**src/rtl/fmc_cmd_pkg.sv**
```systemverilog
// Shared types and constants for the cmd-bus initiator (fmc_cmd_master).
package fmc_cmd_pkg;

  localparam int unsigned CMD_ADDR_BITS      = 32;
  localparam int unsigned CMD_DATA_BITS      = 32;
  localparam int unsigned TIMEOUT_CYCLES_MIN = 4;

  typedef enum logic [1:0] {
    ST_IDLE,
    ST_ISSUE,
    ST_WAIT_ACK,
    ST_RESP
  } state_e;

  typedef struct packed {
    logic                     rd_wr_n;
    logic [CMD_ADDR_BITS-1:0] addr;
    logic [CMD_DATA_BITS-1:0] wdata;
  } cmd_reg_t;

  // Keeps the watchdog limit usable even if a too-small value is configured.
  function automatic int unsigned timeout_clamp(input int unsigned cycles);
    return (cycles < TIMEOUT_CYCLES_MIN) ? TIMEOUT_CYCLES_MIN : cycles;
  endfunction

endpackage

```
**src/rtl/intf_cmd.sv**
```systemverilog
// cmd-bus: one-cycle sel strobe from the master, ack/rdata back from the slave.
interface intf_cmd;
  import fmc_cmd_pkg::*;

  logic                     sel;
  logic                     rd_wr_n;
  logic [CMD_ADDR_BITS-1:0] byte_addr;
  logic [CMD_DATA_BITS-1:0] wdata;
  logic                     ack;
  logic [CMD_DATA_BITS-1:0] rdata;

  modport master (output sel, rd_wr_n, byte_addr, wdata, input ack, rdata);
  modport slave  (input sel, rd_wr_n, byte_addr, wdata, output ack, rdata);
endinterface

```
**src/rtl/fmc_cmd_watchdog.sv**
```systemverilog
// Ack-timeout counter: cleared on issue, counts while enabled, saturates at LIMIT-1.
module fmc_cmd_watchdog #(
  parameter int unsigned LIMIT = 64
) (
  input  logic clk,
  input  logic rst,
  input  logic clr,
  input  logic en,
  output logic expired_c
);

  localparam int unsigned CNT_BITS = $clog2(LIMIT);

  logic [CNT_BITS-1:0] cnt_q;

  always_ff @(posedge clk) begin
    if (rst || clr) begin
      cnt_q <= '0;
    end else if (en && !expired_c) begin
      cnt_q <= cnt_q + CNT_BITS'(1);
    end
  end

  assign expired_c = (cnt_q == CNT_BITS'(LIMIT - 1));

endmodule

```
**src/rtl/fmc_cmd_master.sv**
```systemverilog
// cmd-bus initiator: one outstanding request -> sel/ack transaction -> response.
// Optional ack watchdog compiled in with FMC_CMD_MASTER_TIMEOUT_EN.
module fmc_cmd_master
  import fmc_cmd_pkg::*;
#(
  parameter int unsigned DATA_BITS      = 32,
  parameter int unsigned ADDR_BITS      = 12,
  parameter int unsigned TIMEOUT_CYCLES = 64
) (
  input  logic                 i_sys_clk,
  input  logic                 i_sys_rst,
  input  logic                 i_req_valid,
  output logic                 o_req_ready,
  input  logic                 i_req_rd_wr_n,
  input  logic [ADDR_BITS-1:0] i_req_addr,
  input  logic [DATA_BITS-1:0] i_req_wdata,
  output logic                 o_rsp_valid,
  input  logic                 i_rsp_ready,
  output logic [DATA_BITS-1:0] o_rsp_rdata,
  output logic                 o_rsp_err,
  intf_cmd.master              mem_cmd
);

  state_e               state_q, state_d;
  cmd_reg_t             cmd_q, cmd_d;
  logic                 ready_q, ready_d;
  logic                 sel_q, sel_d;
  logic                 valid_q, valid_d;
  logic                 err_q, err_d;
  logic [DATA_BITS-1:0] rdata_q, rdata_d;
  logic                 expired_c;

`ifdef FMC_CMD_MASTER_TIMEOUT_EN
  fmc_cmd_watchdog #(
    .LIMIT (timeout_clamp(TIMEOUT_CYCLES))
  ) u_watchdog (
    .clk       (i_sys_clk),
    .rst       (i_sys_rst),
    .clr       (state_q == ST_ISSUE),
    .en        (state_q == ST_WAIT_ACK),
    .expired_c (expired_c)
  );

  assign o_rsp_err = err_q;
`else
  logic unused_cfg;

  assign expired_c  = 1'b0;
  assign o_rsp_err  = 1'b0;
  assign unused_cfg = ^{err_q, 32'(TIMEOUT_CYCLES)};
`endif

  // Next state plus next value of every registered output.
  always_comb begin
    state_d = state_q;
    cmd_d   = cmd_q;
    rdata_d = rdata_q;
    err_d   = err_q;

    unique case (state_q)
      ST_IDLE: begin
        if (i_req_valid && ready_q) begin
          cmd_d.rd_wr_n = i_req_rd_wr_n;
          cmd_d.addr    = CMD_ADDR_BITS'(i_req_addr);
          cmd_d.wdata   = CMD_DATA_BITS'(i_req_wdata);
          state_d       = ST_ISSUE;
        end
      end
      ST_ISSUE: begin
        state_d = ST_WAIT_ACK;
      end
      ST_WAIT_ACK: begin
        // rdata is only driven by the slave while it acks; ack beats expiry.
        if (mem_cmd.ack) begin
          rdata_d = cmd_q.rd_wr_n ? DATA_BITS'(mem_cmd.rdata) : '0;
          err_d   = 1'b0;
          state_d = ST_RESP;
        end else if (expired_c) begin
          rdata_d = '0;
          err_d   = 1'b1;
          state_d = ST_RESP;
        end
      end
      ST_RESP: begin
        if (i_rsp_ready) begin
          state_d = ST_IDLE;
        end
      end
      default: begin
        state_d = ST_IDLE;
      end
    endcase

    ready_d = (state_d == ST_IDLE);
    sel_d   = (state_d == ST_ISSUE);
    valid_d = (state_d == ST_RESP);
  end

  always_ff @(posedge i_sys_clk) begin
    if (i_sys_rst) begin
      state_q <= ST_IDLE;
      cmd_q   <= '{rd_wr_n: 1'b1, addr: '0, wdata: '0};
      ready_q <= 1'b0;
      sel_q   <= 1'b0;
      valid_q <= 1'b0;
      err_q   <= 1'b0;
      rdata_q <= '0;
    end else begin
      state_q <= state_d;
      cmd_q   <= cmd_d;
      ready_q <= ready_d;
      sel_q   <= sel_d;
      valid_q <= valid_d;
      err_q   <= err_d;
      rdata_q <= rdata_d;
    end
  end

  // Command fields change only on accept, so they hold from sel through ack.
  assign mem_cmd.sel       = sel_q;
  assign mem_cmd.rd_wr_n   = cmd_q.rd_wr_n;
  assign mem_cmd.byte_addr = cmd_q.addr;
  assign mem_cmd.wdata     = cmd_q.wdata;

  assign o_req_ready = ready_q;
  assign o_rsp_valid = valid_q;
  assign o_rsp_rdata = rdata_q;

endmodule

```
**src/flat_wrapper.sv**
```systemverilog
// flat-port wrapper written by rule: the top's interface ports become plain ports
module fmc_cmd_master_flat import fmc_cmd_pkg::*;
#(
  parameter int unsigned DATA_BITS      = 32,
  parameter int unsigned ADDR_BITS      = 12,
  parameter int unsigned TIMEOUT_CYCLES = 64
)
  (i_sys_clk, i_sys_rst, i_req_valid, o_req_ready, i_req_rd_wr_n, i_req_addr, i_req_wdata, o_rsp_valid, i_rsp_ready, o_rsp_rdata, o_rsp_err, mem_cmd_sel, mem_cmd_rd_wr_n, mem_cmd_byte_addr, mem_cmd_wdata, mem_cmd_ack, mem_cmd_rdata);
  intf_cmd mem_cmd_i ();
  input  logic i_sys_clk;
  input  logic i_sys_rst;
  input  logic i_req_valid;
  output logic o_req_ready;
  input  logic i_req_rd_wr_n;
  input  logic [ADDR_BITS-1:0] i_req_addr;
  input  logic [DATA_BITS-1:0] i_req_wdata;
  output logic o_rsp_valid;
  input  logic i_rsp_ready;
  output logic [DATA_BITS-1:0] o_rsp_rdata;
  output logic o_rsp_err;
  output wire logic [$bits(mem_cmd_i.sel)-1:0] mem_cmd_sel;
  output wire logic [$bits(mem_cmd_i.rd_wr_n)-1:0] mem_cmd_rd_wr_n;
  output wire logic [$bits(mem_cmd_i.byte_addr)-1:0] mem_cmd_byte_addr;
  output wire logic [$bits(mem_cmd_i.wdata)-1:0] mem_cmd_wdata;
  input wire logic [$bits(mem_cmd_i.ack)-1:0] mem_cmd_ack;
  input wire logic [$bits(mem_cmd_i.rdata)-1:0] mem_cmd_rdata;
  assign mem_cmd_sel = mem_cmd_i.sel;
  assign mem_cmd_rd_wr_n = mem_cmd_i.rd_wr_n;
  assign mem_cmd_byte_addr = mem_cmd_i.byte_addr;
  assign mem_cmd_wdata = mem_cmd_i.wdata;
  assign mem_cmd_i.ack = mem_cmd_ack;
  assign mem_cmd_i.rdata = mem_cmd_rdata;
  fmc_cmd_master #(.DATA_BITS(DATA_BITS), .ADDR_BITS(ADDR_BITS), .TIMEOUT_CYCLES(TIMEOUT_CYCLES)) u_core (.i_sys_clk(i_sys_clk), .i_sys_rst(i_sys_rst), .i_req_valid(i_req_valid), .o_req_ready(o_req_ready), .i_req_rd_wr_n(i_req_rd_wr_n), .i_req_addr(i_req_addr), .i_req_wdata(i_req_wdata), .o_rsp_valid(o_rsp_valid), .i_rsp_ready(i_rsp_ready), .o_rsp_rdata(o_rsp_rdata), .o_rsp_err(o_rsp_err), .mem_cmd(mem_cmd_i));
endmodule
```
**config.mk**
```make
export PLATFORM = sky130hd
export DESIGN_NAME = fmc_cmd_master_flat
export DESIGN_NICKNAME = d
export VERILOG_FILES = /design/src/rtl/fmc_cmd_pkg.sv /design/src/rtl/intf_cmd.sv /design/src/rtl/fmc_cmd_watchdog.sv /design/src/rtl/fmc_cmd_master.sv /design/src/flat_wrapper.sv
export SDC_FILE = /design/constraint.sdc
export NUM_CORES = 1
export LEC_CHECK = 0
export ABC_CLOCK_PERIOD_IN_PS = 1100
export BUFFER_PORTS_ARGS = -buffer_cell sky130_fd_sc_hd__buf_4
export CORE_ASPECT_RATIO = 1.5
export CORE_UTILIZATION = 39
export DETAILED_ROUTE_END_ITERATION = 10
export PLACE_DENSITY = 0.76
export SLEW_MARGIN = 20
export SYNTH_ARGS = -nofsm -noshare
export SYNTH_HDL_FRONTEND = slang
export SYNTH_SLANG_ARGS = --single-unit
```
**constraint.sdc**
```tcl
create_clock -name i_sys_clk -period 1.1 [get_ports i_sys_clk]
set_input_delay 0.055 -clock i_sys_clk [delete_from_list [all_inputs] [get_ports i_sys_clk]]
set_output_delay 0.055 -clock i_sys_clk [all_outputs]
set_load 0.01 [all_outputs]
```
==> results.md, run 1 <==
- Outcome: complete, but fails checks
- Failing checks: setup timing
- Overall Power: 8.20 mW
- Design area: 0.00615 mm^2
- Placed instance count: 626
- Critical path class: register to register
- Post-Synth Adder-Cell Area: 0%
- Fmax: 0.806 GHz
- Pwr dens: 1330 mW/mm^2
- Layout cell share with drive strength beyond 1: 48.8%
- H-tree depth: 3
- Fill count: 453
- CP required: 1.37 ns
- Worst Slack Setup Final: -0.141 ns
- Leak: 2.58 nW
- Vias per std cell: 4.95
- Final hold viol count: 0
- Initial Util: 40.7%
- Antenna diodes: 0
- Die height: 112 um
- Num CTS Buffers: 9
- M1 GR Usage: 22.9%
- Hold Crit Class: input pin to register
- Main combinational cell family by area after synthesis: simple AND/OR/NAND/NOR gates
- Global route overflow: 0
- Post-route ant nets: 0
- Clock Sinks: 82
- Post-synthesis xor/xnor area fraction: 0%
- Setup TNS: -6.60 ns
- Setup crit end kind: register
- Synth Instances: 379
- Multi-input gate area: 0.00160 mm^2
- # DRC: 0
- Worst Setup Start Kind: register
- Max Cap Viol: 0
- Yosys top cell by area: dfxtp_1
- Max FO, Critical Path: 6
- Pins Over Slew Limit: 0
- Total Nets Final: 708
- Met2 Track Usage GR: 44.2%
- Pre-antenna DRT Iters: 4
- Final setup vio count: 79
- Die ar.: 0.00842 mm^2
- Clock Path Buffers: 2
- Clk_skew: 0.00470 ns
- Simple-gate portion of the synthesized area: 22.5%
- GP Congestion: 0.792
- M3 GR Usage: 6.06%
- Synthesized area per cell: 8.28 um^2
- GRT Overall Usage: 24.1%
- Total number of yosys warnings: 0
- Tmin final: 1.24 ns
- Crit path DAT: 1.51 ns
- Area delta synth->final: 95.9%
- CTS tree: yes
- WL final: 12.1 mm
- Fin Hold WS: 0.00967 ns
- Storage element area: 0.00165 mm^2
- Global routing's busiest layer: met2
- DR iter-0 viols: 150
- I/O Buffers: 161
- Fin crit share: 113%
- Vias in the first global route: 3,439
- Synth top area cells: dfxtp_1 (52%), nand2_1 (14%), a21oi_1 (12%)
- Row Count: 39
- First-pass GRT wire length: 15.3 mm
- Clk pin slew, worst setup/hold paths: 0.06 ns
- Vias: 3,632
- Wire per inst: 16.5 um
- Sequential area share after synthesis: 52.3%
- Synth cell types: 24
- Unrepaired setup endpoints after global routing: yes
- Maximum VDD drop: 0.919 mV
- Die Width: 75.3 um
- Top Ports: 183
- Synthesized area: 0.00314 mm^2
- Antenna violations before repair: 0
- Core area: 0.00771 mm^2
- Synth Register Bits: 82
- Largest net degree at the start of global routing: 33
- Hpwl dp: 5.88 mm
- Top-area cell type share of the netlist area: 52.3%
- Clk Latency, worst-skew pair: 0.33 ns
- CTS Root Cell: clkbuf_16
- Compound-gate portion of the synthesized area: 12.7%
- Placed Area: 0.00435 mm^2
- Finished Layout Cells: 733
- Mux share of post-synthesis cell area: 0.319%
## where the power goes
| group | total (mW) | leakage [nW] | internal [mW] | switching [mW] |
|---|---|---|---|---|
| Combinational | 1.66 | 1.75 | 0.918 | 0.747 |
| Clock | 3.32 | 0.165 | 2.17 | 1.15 |
| Sequential | 3.22 | 0.667 | 3.12 | 0.0959 |
## final timing paths
path,start,slack [ns],cells past startpoint,to
worst max-delay path,u_core.state_q[1],-0.14,5,u_core.mem_cmd.byte_addr[7]
worst min-delay path,mem_cmd_rdata[17],0.01,3,u_core.o_rsp_rdata[17]
worst max register to register,u_core.state_q[1],-0.14,5,u_core.mem_cmd.byte_addr[7]
worst min register to register,u_core.mem_cmd.wdata[21],0.45,2,u_core.mem_cmd.wdata[21]
## timing repair
item                                    in CTS  in global routing
endpoints found under the setup margin      69                 79
gates resized for setup                      9                109
cloned                                       3                  9
setup buffers                                2                  8
endpoints found under the hold margin       69                  2
pin swaps                                    1                 51
hold buffers                                68                  2
## critical path: stages (launching register included)
cell and delay (ns):
dfxtp_2 0.32, and4bb_4 0.36, buf_4 0.14, buf_12 0.12, nand2_1 0.09, a21oi_2 0.13
## cells by family (layout without fill, tap and decap cells)
logic type	after synthesis	in the layout
AOI/OAI and AO/OA	78	78
buffers and inverters	52	284
DFF	82	82
muxes	1	1
other	1	21
and+or+nand+nor	165	165
## placed cells by master, fill, tap and decap left out, drive strengths merged
| cell type | count |
|---|---|
| bufbuf | 1 |
| o21ai | 1 |
| and3b | 1 |
| a21oi | 76 |
| o22ai | 1 |
| buf | 190 |
| nor2 | 4 |
| dfxtp | 82 |
| and4bb | 1 |
| clkinv | 1 |
| nand3b | 1 |
| bufinv | 2 |
| clkbuf | 18 |
| conb | 21 |
| or2b | 1 |
| nor3 | 2 |
| nand3 | 33 |
| nand2 | 120 |
| mux2i | 1 |
| nor3b | 1 |
| clkinvlp | 1 |
| dlygate4sd3 | 70 |
| inv | 1 |
| nand4bb | 1 |
## synthesized netlist by cell type
cell / instances
and3b_1: 1
nor2_1: 4
buf_1: 2
nor3b_2: 1
nand4bb_2: 1
dfxtp_1: 82
nor3_1: 2
clkbuf_1: 9
and4bb_1: 1
nand3_1: 33
nand2_1: 120
buf_4: 25
inv_1: 1
mux2i_1: 1
nand3b_1: 1
buf_8: 4
o22ai_1: 1
buf_6: 5
buf_2: 6
conb_1: 1
or2b_1: 1
a21oi_2: 2
o21ai_0: 1
a21oi_1: 74
## state kept, by name (all words and copies together) (netlist names)
| name | cells |
|---|---|
| u_core.mem_cmd.wdata | 32 |
| u_core.o_rsp_rdata | 32 |
| u_core.mem_cmd.byte_addr | 12 |
| u_core.state_q | 2 |
| u_core.mem_cmd.rd_wr_n | 1 |
| u_core.mem_cmd.sel | 1 |
| u_core.o_req_ready | 1 |
| u_core.o_rsp_valid | 1 |
## metal layers
layer | part of all wire [%] | wire [um]
met1 | 34 | 4090
met2 | 56 | 6760
met3 | 7.2 | 866
met4 | 3.2 | 387
met5 | 0 | 0
## area by class of cell
cell class | count | share of cell area (%)
timing repair buffer | 267 | 39.6
sequential | 82 | 26.8
multi-input combinational | 265 | 26.0
clock buffer | 12 | 4.33
tap | 102 | 2.08
clock inverter | 4 | 1.18
inverter | 1 | 0.0610
## stage by stage
stage / utilization (%) / setup WS [ns]
3_5_place_dp: 56.4 / -0.0980
3_3_place_gp: 56.4 / -0.0229
6_report: 79.8 / -0.141
4_1_cts: 71.3 / -0.0902
2_1_floorplan: - / 0.00622
5_1_grt: 79.8 / -0.182
Note: power is estimated with default switching activity, not from simulation.
==> run 2, diff against run 1 <==
--- a/config.mk
+++ b/config.mk
@@ -5,12 +5,13 @@
 export SDC_FILE = /design/constraint.sdc
 export NUM_CORES = 1
 export LEC_CHECK = 0
-export ABC_CLOCK_PERIOD_IN_PS = 1100
 export BUFFER_PORTS_ARGS = -buffer_cell sky130_fd_sc_hd__buf_4
+export CELL_PAD_IN_SITES_DETAIL_PLACEMENT = 1
+export CELL_PAD_IN_SITES_GLOBAL_PLACEMENT = 1
 export CORE_ASPECT_RATIO = 1.5
-export CORE_UTILIZATION = 39
+export CORE_UTILIZATION = 27
 export DETAILED_ROUTE_END_ITERATION = 10
-export PLACE_DENSITY = 0.76
+export PLACE_DENSITY_LB_ADDON = 0.1
 export SLEW_MARGIN = 20
 export SYNTH_ARGS = -nofsm -noshare
 export SYNTH_HDL_FRONTEND = slang
==> run 2 against run 1 <==
Compared with the run above:
- maximum frequency is 2.8% higher
- final cell count is 4.8% higher
- design area is 2.5% lower
- clock-buffer cell count is 1 lower
- clock power is 19% lower
- clock skew is 0.0016 ns higher
- non-clock buffer count is 8 lower
- critical endpoint is now u_core.o_rsp_rdata[18]
- largest cell class unchanged
- global-route usage is 5.2 points lower
- utilization is 26 points lower
- critical path depth stayed put
- die area is 43% higher
- setup slack better by 0.034 ns
- the flow still finishes with violations (setup timing)
==> results.md, run 2 (synthesis gave the netlist of run 1 again) <==
- Core area: 0.0112 mm^2
- Placed Area: 0.00444 mm^2
- Pre-antenna DRT Iters: 4
- First-pass GRT wire length: 17.9 mm
- Antenna diodes: 0
- Design area: 0.00599 mm^2
- Row Count: 47
- H-tree depth: 3
- Top Ports: 183
- Most common cell after layout, fill and taps aside: buf_4
- Clock Sinks: 82
- Max FO, Critical Path: 8
- Area delta synth->final: 91.0%
- Vias per std cell: 4.49
- CP required: 1.36 ns
- Vias: 3,445
- Die Width: 90.0 um
- Post-route ant nets: 0
- Vias in the first global route: 3,566
- Outcome: complete, but fails checks
- DR top layer: met4
- Initial Util: 28.1%
- Fill count: 1,307
- Clk pin slew, worst setup/hold paths: 0.06 ns
- Worst path max stage delay: 0.33 ns
- Unrepaired setup endpoints after global routing: yes
- Clk Latency, worst-skew pair: 0.33 ns
- Failing checks: setup timing
- GRT Overall Usage: 18.9%
- CTS tree: yes
- Crit Reg-Reg Startpoint: u_core.state_q[0]
- CP cell instances: and3b_2 > buf_6 > buf_16 > nand3_4 > a21oi_2
- Total Nets Final: 700
- Hold Crit Class: input pin to register
- CTS Root Cell: clkbuf_16
- Clk_skew: 0.00628 ns
- Max Cap Viol: 0
- Maximum VDD drop: 0.708 mV
- Routed met3 length: 541 um
- Num CTS Buffers: 9
- # DRC: 0
- Wire per inst: 15.5 um
- Hpwl dp: 6.99 mm
- HP Start: mem_cmd_rdata[8]
- Overall Power: 7.44 mW
- Final setup vio count: 77
- Setup crit end kind: register
- Global route overflow: 0
- Worst Hold Depth: 3
- Leak: 2.44 nW
- Antenna violations before repair: 0
- Final hold viol count: 0
- Layout cell share with drive strength beyond 1: 44.9%
- Pins Over Slew Limit: 0
- Die height: 134 um
- Met2 routed WL: 6.87 mm
- Commonest cells after routing, fill and taps aside: buf_4 (170), nand2_1 (114), dfxtp_1 (78)
- Clock Path Buffers: 2
- Worst Slack Setup Final: -0.107 ns
- Fin crit share: 110%
- GP Congestion: 0.692
- Reg2Reg Depth: 5
- CP Launch Point: u_core.state_q[0]
- Critical path class: register to register
- Crit path DAT: 1.47 ns
- M1 WL: 4.31 mm
- Die ar.: 0.0121 mm^2
- I/O Buffers: 161
- Tmin final: 1.21 ns
- Worst Setup Start Kind: register
- Slowest stage cell, crit path: dfxtp_2
- Largest net degree at the start of global routing: 33
- DR iter-0 viols: 44
- Pwr dens: 1240 mW/mm^2
- Fmax: 0.829 GHz
- WL final: 11.9 mm
-- run 2: timing repair --
action                                 in CTS  in global routing
cloned                                      4                  1
resized for setup                          32                 70
setup endpoints to repair                  76                 79
setup buffers                               4                  1
hold buffers                               70                  2
pin swaps                                  36                 40
endpoints found under the hold margin      70                  2
-- run 2: final cells by class --
class,count,area (um^2),area share [%]
Tap cell,147,184,3.07
Clock buffer,11,243,4.05
Timing Repair Buffer,259,2320,38.7
Inverter,1,3.75,0.0626
Clock inverter,3,17.5,0.292
Sequential cell,82,1650,27.6
Multi-Input combinational cell,265,1570,26.3
-- run 2: per-stage QoR --
| step | utilization (%) | hold slack [ns] | TNS [ns] | cells | setup slack [ns] |
|---|---|---|---|---|---|
| detailed placement | 39.7 | 0.313 | -3.59 | 672 | -0.113 |
| CTS | 50.4 | 0.00200 | -3.98 | 764 | -0.0773 |
| finish | 53.7 | 0.00324 | -3.96 | 768 | -0.107 |
| global route | 53.7 | 0.00158 | -8.80 | 768 | -0.162 |
| floorplan | - | 0.182 | 0 | 399 | 0.00622 |
| global placement | 39.7 | 0.301 | -0.930 | 672 | -0.0542 |
-- run 2: critical path: cells and delay by family (launching register included) --
| family | cells | cell delay (ns) |
|---|---|---|
| AO/OA/AOI/OAI | 1 | 0.14 |
| buffers and inverters | 2 | 0.30 |
| flip-flops | 1 | 0.33 |
| AND/OR/NAND/NOR | 2 | 0.38 |
-- run 2: final timing paths --
path / end / slack [ns]
setup / recovery: u_core.o_rsp_rdata[18] / -0.11
hold / removal: u_core.o_rsp_rdata[8] / 0.003
hold reg to reg: u_core.mem_cmd.byte_addr[2] / 0.45
setup reg to reg: u_core.o_rsp_rdata[18] / -0.11
-- run 2: metal layers --
layer	GRT usage, %	vias to the layer above
li1	-	1678
met1	18.9	1637
met2	37.6	117
met3	3.46	13
met4	8.06	0
met5	0	-
-- run 2: where the power goes --
group / internal [mW] / total, mW / switching [mW]
clock network: 1.56 / 2.69 / 1.13
logic: 0.837 / 1.55 / 0.710
registers: 3.12 / 3.21 / 0.0851
==> run 3, diff against run 2 <==
--- a/config.mk
+++ b/config.mk
@@ -5,11 +5,12 @@
 export SDC_FILE = /design/constraint.sdc
 export NUM_CORES = 1
 export LEC_CHECK = 0
+export ABC_AREA = 1
 export BUFFER_PORTS_ARGS = -buffer_cell sky130_fd_sc_hd__buf_4
 export CELL_PAD_IN_SITES_DETAIL_PLACEMENT = 1
 export CELL_PAD_IN_SITES_GLOBAL_PLACEMENT = 1
 export CORE_ASPECT_RATIO = 1.5
-export CORE_UTILIZATION = 27
+export CORE_UTILIZATION = 29
 export DETAILED_ROUTE_END_ITERATION = 10
 export PLACE_DENSITY_LB_ADDON = 0.1
 export SLEW_MARGIN = 20
==> run 3 against run 2 <==
Compared with the run above:
- the run still ends with setup timing left
- largest cell class is now multi-input combinational cells
- combinational power increased by 43%
- register-to-register slack about the same
- largest power group is now the clock network
- setup slack got worse by 0.0068 ns
- first-iteration DRC count increased by 34%
==> results.md, run 3 <==
- Outcome: complete, but fails checks
- Failing checks: setup timing
- Setup crit end kind: register
- Final setup vio count: 74
- Synth Register Bits: 82
- Top-count cell post-synth: nand2_1
- Worst Hold End: u_core.mem_cmd.byte_addr[2]
- Total number of yosys warnings: 0
- GP Congestion: 0.707
- Fill count: 1,552
- Row Count: 50
- Antenna violations before repair: 0
- Hpwl dp: 7.74 mm
- Area delta synth->final: 57.7%
- Yosys top cell by area: dfxtp_1
- Commonest cells in the netlist: nand2_1 (126), nor2_1 (124), dfxtp_1 (82)
- Critical path class: register to register
- HP Start: i_req_addr[2]
- Sequential area share after synthesis: 43.7%
- Pwr dens: 1550 mW/mm^2
- RR Endpoint: u_core.mem_cmd.rd_wr_n
- Fin crit share: 110%
- Worst Slack Setup Final: -0.113 ns
- Max FO, Critical Path: 4
- Die Width: 95.0 um
- I/O Buffers: 161
- Initial Util: 29.9%
- Synthesized area per cell: 7.55 um^2
- Die height: 141 um
- Placed instance count: 802
- Top-area cell type share of the netlist area: 43.7%
- Worst Hold Depth: 4
- Clk_skew: 0.00684 ns
- Vias per std cell: 4.46
- Commonest cells after routing, fill and taps aside: buf_4 (176), nor2_1 (121), nand2_1 (116)
- Fin Hold WS: 0.0202 ns
- Max Cap Viol: 0
- Reg2Reg Depth: 7
- Prevailing post-synth register cell: dfxtp_1
- Tmin final: 1.21 ns
- Layout cell share with drive strength beyond 1: 43.2%
- Number of flops mapped to enable cells by yosys: 0
- Leak: 2.92 nW
- Clk Latency, worst-skew pair: 0.34 ns
- Synth cell types: 21
- Maximum VDD drop: 0.804 mV
- CP required: 1.32 ns
- Pre-antenna DRT Iters: 4
- Total Nets Final: 764
- Clock Path Buffers: 2
- Final hold viol count: 0
- Num CTS Buffers: 9
- Asr flop ratio synth: 0%
- Hold Crit Class: input pin to register
- Synth Instances: 498
- FF-to-FF setup slack: -0.11 ns
- Most common cell after layout, fill and taps aside: buf_4
- CTS Root Cell: clkbuf_16
- Post-route ant nets: 0
- Crit Reg-Reg Startpoint: u_core.state_q[1]
- Post-layout util: 47.1%
- Synth top area cells: dfxtp_1 (44%), nand2_1 (13%), nor2_1 (12%)
- Overall Power: 9.19 mW
- Wire per inst: 14.1 um
- Setup TNS: -3.85 ns
- Finished Layout Cells: 843
- Vias: 3,756
- Largest net degree at the start of global routing: 49
- Vias in the first global route: 3,807
- Clk pin slew, worst setup/hold paths: 0.07 ns
- H-tree depth: 3
- Global route overflow: 0
- Worst Setup Start Kind: register
- Die ar.: 0.0134 mm^2
- Top Ports: 183
- Unrepaired setup endpoints after global routing: yes
- CTS tree: yes
- # DRC: 0
- First-pass GRT wire length: 18.5 mm
- Pins Over Slew Limit: 0
- Core area: 0.0126 mm^2
- Fmax: 0.824 GHz
- Synthesized area: 0.00376 mm^2
- Clock Sinks: 82
- DR iter-0 viols: 59
- WL final: 11.9 mm
- GRT Overall Usage: 17.9%
- Crit path DAT: 1.43 ns
- Antenna diodes: 0
[run 3: repair_timing]
item                       CTS  global route
gates cloned                 7             2
setup buffers               14             4
hold buffers                 2             0
resized for setup           23            28
hold endpoints to repair     5             0
setup endpoints to repair   78            79
pin swaps                   24            19
[run 3: area by class of cell]
cell class | instances | area, um^2 | share of cell area [%]
Clock buffer | 12 | 256 | 4.33
Clock inverter | 4 | 97.6 | 1.65
Inverter | 5 | 23.8 | 0.401
Multi-Input combinational cell | 384 | 1950 | 32.9
Sequential cell | 82 | 1650 | 27.8
Tap cell | 156 | 195 | 3.29
Timing Repair Buffer | 200 | 1760 | 29.6
[run 3: per-stage QoR]
stage | setup slack (ns) | cell area [um^2]
finish | -0.113 | 5930
global route | -0.174 | 5930
CTS | -0.0958 | 5760
detailed placement | -0.399 | 5090
global placement | -0.349 | 5090
floorplan | -0.00611 | 3840
[run 3: power breakdown]
| part | switching [mW] | internal (mW) |
|---|---|---|
| clock | 1.24 | 2.34 |
| sequential | 0.167 | 3.22 |
| combinational | 1.11 | 1.11 |
| total | 2.51 | 6.68 |
[run 3: critical path, cell delays in order (launching register included)]
cell     delay (ns)
dfxtp_2        0.32
buf_6          0.13
nor2_4         0.19
buf_6          0.15
buf_4          0.11
nand2_4        0.06
nand2_1        0.06
nand3_1        0.07
[run 3: cell families after synthesis]
family | synth area share (%)
AOI/OAI and AO/OA | 0.133
buffers and inverters | 10.9
DFF | 43.7
other | 0.0998
and+or+nand+nor | 45.2
[run 3: routing by layer]
layer | vias to the layer above | track usage (%) | part of all wire, %
li1 | 1858 | - | -
met1 | 1762 | 19.1 | 38
met3 | 16 | 4.39 | 5.8
met2 | 120 | 33.0 | 54
met4 | 0 | 6.70 | 1.6
met5 | - | 0 | 0
[run 3: worst max-delay path by stage]
stage,start,to,slack [ns],cells after the start
after global placement,u_core.o_req_ready,u_core.state_q[0],-0.35,4
after CTS,u_core.state_q[1],u_core.o_rsp_rdata[18],-0.1,8
final,u_core.state_q[1],u_core.mem_cmd.rd_wr_n,-0.11,7
after global routing,u_core.state_q[1],u_core.mem_cmd.rd_wr_n,-0.17,7
after detailed placement,u_core.state_q[1],u_core.mem_cmd.wdata[29],-0.40,5
after floorplan,u_core.mem_cmd.rd_wr_n,u_core.o_rsp_rdata[8],-0.006,6
